[config.mk]
export PLATFORM = sky130hd
export DESIGN_NAME = sum_demux2_flat
export DESIGN_NICKNAME = d
export VERILOG_FILES = /design/src/rtl/sum_pkg.sv /design/src/rtl/sum_demux2_if.sv /design/src/rtl/sum_fifo2.sv /design/src/rtl/sum_demux2.sv /design/src/flat_wrapper.sv
export SDC_FILE = /design/constraint.sdc
export NUM_CORES = 2
export LEC_CHECK = 0
export BUFFER_PORTS_ARGS = -buffer_cell sky130_fd_sc_hd__buf_4
export CAP_MARGIN = 20
export CORE_MARGIN = 2
export CORE_UTILIZATION = 45
export CTS_BUF_LIST = sky130_fd_sc_hd__clkbuf_4
export DETAILED_ROUTE_END_ITERATION = 7
export MAX_ROUTING_LAYER = met4
export PLACE_DENSITY_LB_ADDON = 0.05
export SYNTH_ARGS = -nofsm -noshare
export SYNTH_HDL_FRONTEND = slang
export SYNTH_SLANG_ARGS = --single-unit
export TNS_END_PERCENT = 20
[constraint.sdc]
create_clock -name clk -period 2.7 [get_ports clk]
set_input_delay 0.27 -clock clk [delete_from_list [all_inputs] [get_ports clk]]
set_output_delay 0.27 -clock clk [all_outputs]
set_load 0.1 [all_outputs]
[src/rtl/sum_pkg.sv]
// Shared definitions for the sum datapath.
// Holds the datapath width, the default counter width, the per-channel buffer
// depth, the signed sum type and the occupancy encoding of the 2-entry buffers.
package sum_pkg;

  localparam int SUM_WIDTH     = 256;
  localparam int DEFAULT_CNT_W = 16;
  localparam int FIFO_DEPTH    = 2;

  typedef logic signed [SUM_WIDTH-1:0] sum_t;

  // Occupancy of a 2-entry channel buffer.
  typedef enum logic [1:0] {
    OCC_EMPTY = 2'd0,
    OCC_ONE   = 2'd1,
    OCC_FULL  = 2'd2
  } occ_e;

endpackage

[src/rtl/sum_demux2_if.sv]
// Handshake bundle of sum_demux2.
// One valid/ready input stream with a destination select bit, and two
// valid/ready output streams.
//   master : the side that drives the input stream and consumes both outputs
//   slave  : the demultiplexer itself
interface sum_demux2_if #(
  parameter int WIDTH = sum_pkg::SUM_WIDTH
);

  logic                    in_valid;
  logic                    in_ready;
  logic                    in_sel;
  logic signed [WIDTH-1:0] in_data;

  logic                    out0_valid;
  logic                    out0_ready;
  logic signed [WIDTH-1:0] out0_data;

  logic                    out1_valid;
  logic                    out1_ready;
  logic signed [WIDTH-1:0] out1_data;

  modport master (
    output in_valid, in_sel, in_data, out0_ready, out1_ready,
    input  in_ready, out0_valid, out0_data, out1_valid, out1_data
  );

  modport slave (
    input  in_valid, in_sel, in_data, out0_ready, out1_ready,
    output in_ready, out0_valid, out0_data, out1_valid, out1_data
  );

endinterface

[src/rtl/sum_fifo2.sv]
// Two-entry synchronous FIFO used as one output channel buffer.
// Ports:
//   clk, rst_n  : clock, asynchronous active-low reset (empties and zeroes)
//   push, din   : write request and data (ignored when full)
//   pop         : read request (ignored when empty)
//   dout        : oldest stored entry, zero when empty
//   full, empty : occupancy flags from registered state
module sum_fifo2
  import sum_pkg::*;
#(
  parameter int WIDTH = SUM_WIDTH
) (
  input  logic                    clk,
  input  logic                    rst_n,
  input  logic                    push,
  input  logic                    pop,
  input  logic signed [WIDTH-1:0] din,
  output logic signed [WIDTH-1:0] dout,
  output logic                    full,
  output logic                    empty
);

  occ_e                    occ;
  occ_e                    occ_next;
  logic signed [WIDTH-1:0] mem [FIFO_DEPTH];
  logic                    do_push;
  logic                    do_pop;

  // Guard requests so a stray push into a full buffer or pop from an empty
  // one can never corrupt the stored order.
  assign do_push = push && (occ != OCC_FULL);
  assign do_pop  = pop  && (occ != OCC_EMPTY);

  // Occupancy register.
  always_ff @(posedge clk or negedge rst_n) begin
    if (!rst_n) begin
      occ <= OCC_EMPTY;
    end else begin
      occ <= occ_next;
    end
  end

  // Occupancy transitions; a simultaneous push and pop leaves the count as is.
  always_comb begin
    occ_next = occ;
    case (occ)
      OCC_EMPTY: if (do_push) occ_next = OCC_ONE;
      OCC_ONE: begin
        if (do_push && !do_pop)      occ_next = OCC_FULL;
        else if (do_pop && !do_push) occ_next = OCC_EMPTY;
      end
      OCC_FULL:  if (do_pop) occ_next = OCC_ONE;
      default:   occ_next = OCC_EMPTY;
    endcase
  end

  // Status flags decoded from the registered occupancy only.
  always_comb begin
    full  = (occ == OCC_FULL);
    empty = (occ == OCC_EMPTY);
  end

  // Storage is a shift register with mem[0] as head. A pop shifts the
  // second entry forward (or takes the incoming word when pushing in ONE),
  // which keeps the head always at a fixed location for the output mux.
  always_ff @(posedge clk or negedge rst_n) begin
    if (!rst_n) begin
      for (int i = 0; i < FIFO_DEPTH; i++) begin
        mem[i] <= '0;
      end
    end else if (do_pop) begin
      mem[0] <= (do_push && occ == OCC_ONE) ? din : mem[1];
      mem[1] <= '0;
    end else if (do_push) begin
      if (occ == OCC_EMPTY) begin
        mem[0] <= din;
      end else begin
        mem[1] <= din;
      end
    end
  end

  assign dout = mem[0];

endmodule

[src/rtl/sum_demux2.sv]
// Two-way demultiplexer for the signed sum datapath.
// Routes each accepted input word to channel in_sel, each channel buffering
// up to two words so a stalled consumer never blocks the other channel.
// Ports:
//   clk, rst_n : clock, asynchronous active-low reset
//   bus        : input stream plus two output streams (slave side)
//   cnt0, cnt1 : saturating counts of words delivered per channel
//   busy       : high while either channel holds a word
module sum_demux2
  import sum_pkg::*;
#(
  parameter int WIDTH = SUM_WIDTH,
  parameter int CNT_W = DEFAULT_CNT_W
) (
  input  logic             clk,
  input  logic             rst_n,
  sum_demux2_if.slave      bus,
  output logic [CNT_W-1:0] cnt0,
  output logic [CNT_W-1:0] cnt1,
  output logic             busy
);

  logic full0, full1;
  logic empty0, empty1;
  logic accept;
  logic push0, push1;
  logic pop0, pop1;

  // Ready follows only the selected channel's registered fullness; a pop in
  // the same cycle does not open a slot, keeping ready off the consumer path.
  assign bus.in_ready = bus.in_sel ? !full1 : !full0;
  assign accept       = bus.in_valid && bus.in_ready;
  assign push0        = accept && !bus.in_sel;
  assign push1        = accept &&  bus.in_sel;

  assign bus.out0_valid = !empty0;
  assign bus.out1_valid = !empty1;
  assign pop0           = bus.out0_valid && bus.out0_ready;
  assign pop1           = bus.out1_valid && bus.out1_ready;

  sum_fifo2 #(.WIDTH(WIDTH)) u_fifo0 (
    .clk   (clk),
    .rst_n (rst_n),
    .push  (push0),
    .pop   (pop0),
    .din   (bus.in_data),
    .dout  (bus.out0_data),
    .full  (full0),
    .empty (empty0)
  );

  sum_fifo2 #(.WIDTH(WIDTH)) u_fifo1 (
    .clk   (clk),
    .rst_n (rst_n),
    .push  (push1),
    .pop   (pop1),
    .din   (bus.in_data),
    .dout  (bus.out1_data),
    .full  (full1),
    .empty (empty1)
  );

  // Delivered-word counters stick at all-ones instead of wrapping.
  always_ff @(posedge clk or negedge rst_n) begin
    if (!rst_n) begin
      cnt0 <= '0;
      cnt1 <= '0;
    end else begin
      if (pop0 && cnt0 != {CNT_W{1'b1}}) cnt0 <= cnt0 + CNT_W'(1);
      if (pop1 && cnt1 != {CNT_W{1'b1}}) cnt1 <= cnt1 + CNT_W'(1);
    end
  end

  assign busy = bus.out0_valid || bus.out1_valid;

endmodule
[src/flat_wrapper.sv]
// flat-port wrapper written by rule: the top's interface ports become plain ports
module sum_demux2_flat import sum_pkg::*;
#(
  parameter int WIDTH = SUM_WIDTH,
  parameter int CNT_W = DEFAULT_CNT_W
)
  (clk, rst_n, cnt0, cnt1, busy, bus_in_valid, bus_in_sel, bus_in_data, bus_out0_ready, bus_out1_ready, bus_in_ready, bus_out0_valid, bus_out0_data, bus_out1_valid, bus_out1_data);
  sum_demux2_if #(.WIDTH(WIDTH)) bus_i ();
  input  logic clk;
  input  logic rst_n;
  output logic [CNT_W-1:0] cnt0;
  output logic [CNT_W-1:0] cnt1;
  output logic busy;
  input wire logic [$bits(bus_i.in_valid)-1:0] bus_in_valid;
  input wire logic [$bits(bus_i.in_sel)-1:0] bus_in_sel;
  input wire logic [$bits(bus_i.in_data)-1:0] bus_in_data;
  input wire logic [$bits(bus_i.out0_ready)-1:0] bus_out0_ready;
  input wire logic [$bits(bus_i.out1_ready)-1:0] bus_out1_ready;
  output wire logic [$bits(bus_i.in_ready)-1:0] bus_in_ready;
  output wire logic [$bits(bus_i.out0_valid)-1:0] bus_out0_valid;
  output wire logic [$bits(bus_i.out0_data)-1:0] bus_out0_data;
  output wire logic [$bits(bus_i.out1_valid)-1:0] bus_out1_valid;
  output wire logic [$bits(bus_i.out1_data)-1:0] bus_out1_data;
  assign bus_i.in_valid = bus_in_valid;
  assign bus_i.in_sel = bus_in_sel;
  assign bus_i.in_data = bus_in_data;
  assign bus_i.out0_ready = bus_out0_ready;
  assign bus_i.out1_ready = bus_out1_ready;
  assign bus_in_ready = bus_i.in_ready;
  assign bus_out0_valid = bus_i.out0_valid;
  assign bus_out0_data = bus_i.out0_data;
  assign bus_out1_valid = bus_i.out1_valid;
  assign bus_out1_data = bus_i.out1_data;
  sum_demux2 #(.WIDTH(WIDTH), .CNT_W(CNT_W)) u_core (.clk(clk), .rst_n(rst_n), .bus(bus_i), .cnt0(cnt0), .cnt1(cnt1), .busy(busy));
endmodule
==> summary.md <==
| Metric | Value |
|---|---|
| Status | `finished clean` |
| Worst hold path type | `input port to register` |
| GR Overflow Total | `0` |
| Synth Area in Adders | `less than 1%` |
| Nets | `6875` |
| Post-synthesis register bit count | `1060` |
| Die Area | `116900 sq um` |
| Die width | `341.9 microns` |
| Place WS | `0.5166 ns` |
| Required @ worst endpoint | `3.81 ns` |
| Pin count of the biggest net entering global routing | `around 220` |
| Post-synthesis simple-gate area fraction | `between 20% and 30%` |
| Vias | `approximately 44000` |
| WL/cell | `between 20 and 25 microns` |
| Vias per inst | `around 5.3` |
| Max Clk Rate | `387.8 MHz` |
| Min Tclk post-route | `2.579 ns` |
| Slew Limit Fails | `0` |
| Synth cell types | `41` |
| Io pins | `slightly above 800` |
| Area delta synth->final | `25.57%` |
| Drt drc | `0` |
| Crit Path Class | `register to register` |
| Fin worst setup slack | `roughly 0.12 ns` |
| Hold Vio Cnt, Final | `0` |
| Critical path endpoint category | `register` |
| Compound-Gate Fraction of Synth Area | `15.31%` |
| Post-synth top area cell | `dfrtp_1` |
| Root Driver | `clkbuf_4` |
| MaxCap Viol Count | `0` |
| PortBufs | `approximately 800` |
| TNS Setup | `0 ns` |
| Area of the core | `roughly 110000 sq um` |
| Num rows | `~120` |
| Sink Count | `about 1100` |
| Skew-Pair Late Insertion Delay | `about 1.2 ns` |
| Synth async-reset ratio | `100.0%` |
| Final Wtd Congestion | `0.8633` |
| Most frequent cells in the layout | `1057 x dfrtp_1, 1040 x nand2_1, 876 x buf_4` |
| Synth top area share | `about 52%` |
| Period Utilization, post-route | `a little over nine tenths` |
| Drt first pass iters | `5` |
| Vias in the first global route | `42467` |
| Filler cell count | `between 10000 and 15000` |
| Synth warnings | `0` |
| Syn Inst Count | `roughly 5800` |
| Initial antenna violation count | `7` |
| Starting Density | `about 46%` |
| Final setup fails | `0` |
| Remaining antenna violation count after routing | `0` |
| Commonest non-fill, non-tap cell in the layout | `dfrtp_1` |
| Syn avg cell area | `a little under 9 sq um` |
| Setup Skew | `0.1161 ns` |
| Worst-path clk slew | `~0.06 ns` |
| First-pass GRT wire length | `about 260 mm` |
| TritonCTS buffer count | `315` |
| Synth Flop Type | `dfrtp_1` |
| CTS HTree Levels | `5` |
| Worst Path Arrival | `around 3.7 ns` |
| Seq/Total Area, Yosys | `between 50 and 60%` |
| Total Wirelength | `roughly 170 mm` |
| DP HPWL | `approximately 110 mm` |
| Global Route Usage Sum | `29.69%` |
| DR iter-0 viols | `2988` |
| RSZ-0062 raised after global routing | `false` |
| Syn Std Cell Area | `~50000 sq um` |
| Headroom to the max-slew limit | `about a third` |
| Worst-path maximum fanout | `34` |
| Die H | `between 300 and 400 microns` |
| Syn_nets | `around 6100` |
| EDFF count, synth | `0` |
| Mux cell area share after synthesis | `less than 1%` |
| Worst-margin pin slew | `slightly above 1 ns` |
| Share of layout cells above drive strength 1 | `about a fifth` |
| Top post-synthesis cells by area | `dfrtp_1 52%, buf_4 7.8%, nand2_1 7.6%, nand2b_1 6.3%, a31oi_1 6.2%` |
| Largest family of logic cells by synthesized area | `simple AND/OR/NAND/NOR gates` |
| Crit path launch type | `register` |
| Xor/xnor share of the synthesized area | `less than 1%` |
| TritonCTS clock tree | `built` |
| CTS Buffer Depth | `4` |
==> worst paths after layout <==
path / from / endpoint / slack, ns / depth (start not counted)
max: u_core.u_fifo1.occ[0] / u_core.u_fifo1.dout[51] / 0.12 / 7
min: bus_in_data[162] / u_core.u_fifo0.dout[162] / 0.16 / 4
max reg2reg: u_core.u_fifo1.occ[0] / u_core.u_fifo1.dout[51] / 0.12 / 7
min reg2reg: u_core.u_fifo1.mem[22] / u_core.u_fifo1.dout[22] / 0.44 / 2
max in group asynchronous: rst_n / u_core.u_fifo0.dout[177] / 1.37 / 6
min in group asynchronous: rst_n / u_core.u_fifo0.mem[219] / 0.33 / 4
==> cell families (layout without fill, tap and decap cells) <==
| group | Yosys count | count (layout) |
|---|---|---|
| AND/OR/NAND/NOR | 2399 | 2399 |
| AO/OA/AOI/OAI | 1303 | 1303 |
| flip-flops | 1060 | 1060 |
| buffers and inverters | 1002 | 1985 |
| XOR/XNOR | 26 | 26 |
| adder cells (fa/ha/maj) | 6 | 6 |
| multiplexers | 3 | 3 |
| other | 0 | 6 |
==> per-layer routing <==
layer / GRT usage (%) / share of wire [%] / vias to the layer above
met5: - / 0 / -
met1: 38.79 / 43 / 21098
met3: 6.325 / 6.8 / 291
li1: - / - / 20844
met2: 44.79 / 46 / 1459
met4: 12.58 / 3.9 / 0
==> cells in the mapped netlist, types with 7 or more instances <==
master,n
a31oi_1,513
buf_1,20
buf_2,81
buf_4,535
clkbuf_1,359
dfrtp_1,1060
nand2_1,1042
nand2b_1,519
nand3_1,267
nand4_1,13
nor2_1,524
nor3_1,7
o211ai_1,257
o21ai_0,514
xnor2_1,14
xor2_1,12
==> cell type report <==
type | instances | area [sq um] | area share (%)
inverter | 6 | 22.52 | 0.03491
clock buffer | 443 | 3326 | 5.155
multi-input combinational | 3737 | 19040 | 29.52
tap | 1500 | 1877 | 2.909
antenna | 6 | 15.01 | 0.02327
sequential | 1060 | 26530 | 41.12
timing repair buffer | 1487 | 13360 | 20.71
clock inverter | 49 | 337.8 | 0.5237
==> stage by stage <==
| stage | cell area, sq um | cells | hold WS [ns] | util (%) |
|---|---|---|---|---|
| 6_report | 64510 | 8288 | 0.1611 | 57.19 |
| 5_1_grt | 64510 | 8287 | 0.06488 | 57.18 |
| 4_1_cts | 64490 | 8282 | 0.0005868 | 57.17 |
| 3_5_place_dp | 55320 | 7242 | 0.2140 | 49.04 |
| 3_3_place_gp | 55320 | 7242 | 0.2134 | 49.04 |
| 2_1_floorplan | 51370 | 5799 | -0.02559 | - |
==> sequential cells by signal, indices dropped and copies added, names as in the netlist <==
register / flops
u_core.u_fifo0.dout: 256
u_core.u_fifo0.mem: 256
u_core.u_fifo1.dout: 256
u_core.u_fifo1.mem: 256
u_core.cnt0: 16
u_core.cnt1: 16
u_core.u_fifo0.occ: 2
u_core.u_fifo1.occ: 2
==> worst max-delay path: stages, from the launching register on <==
cell and delay [ns]:
dfrtp_1 0.44, a21boi_1 0.20, o21ai_4 0.19, buf_6 0.33, nand2_1 0.09, dlygate4sd3_1 0.56, a31oi_1 0.20, dlygate4sd3_1 0.59
==> timing repair <==
item	in CTS	in global routing
endpoints found under the hold margin	2120	0
buffers inserted	6	0
hold buffers	542	0
resized for setup	9	2
pin swaps	1	0
endpoints found under the setup margin	3	3
Power is left out: the tool's default activity adds up to more than one toggle a clock period on the data nets, which glitch-free logic cannot reach.
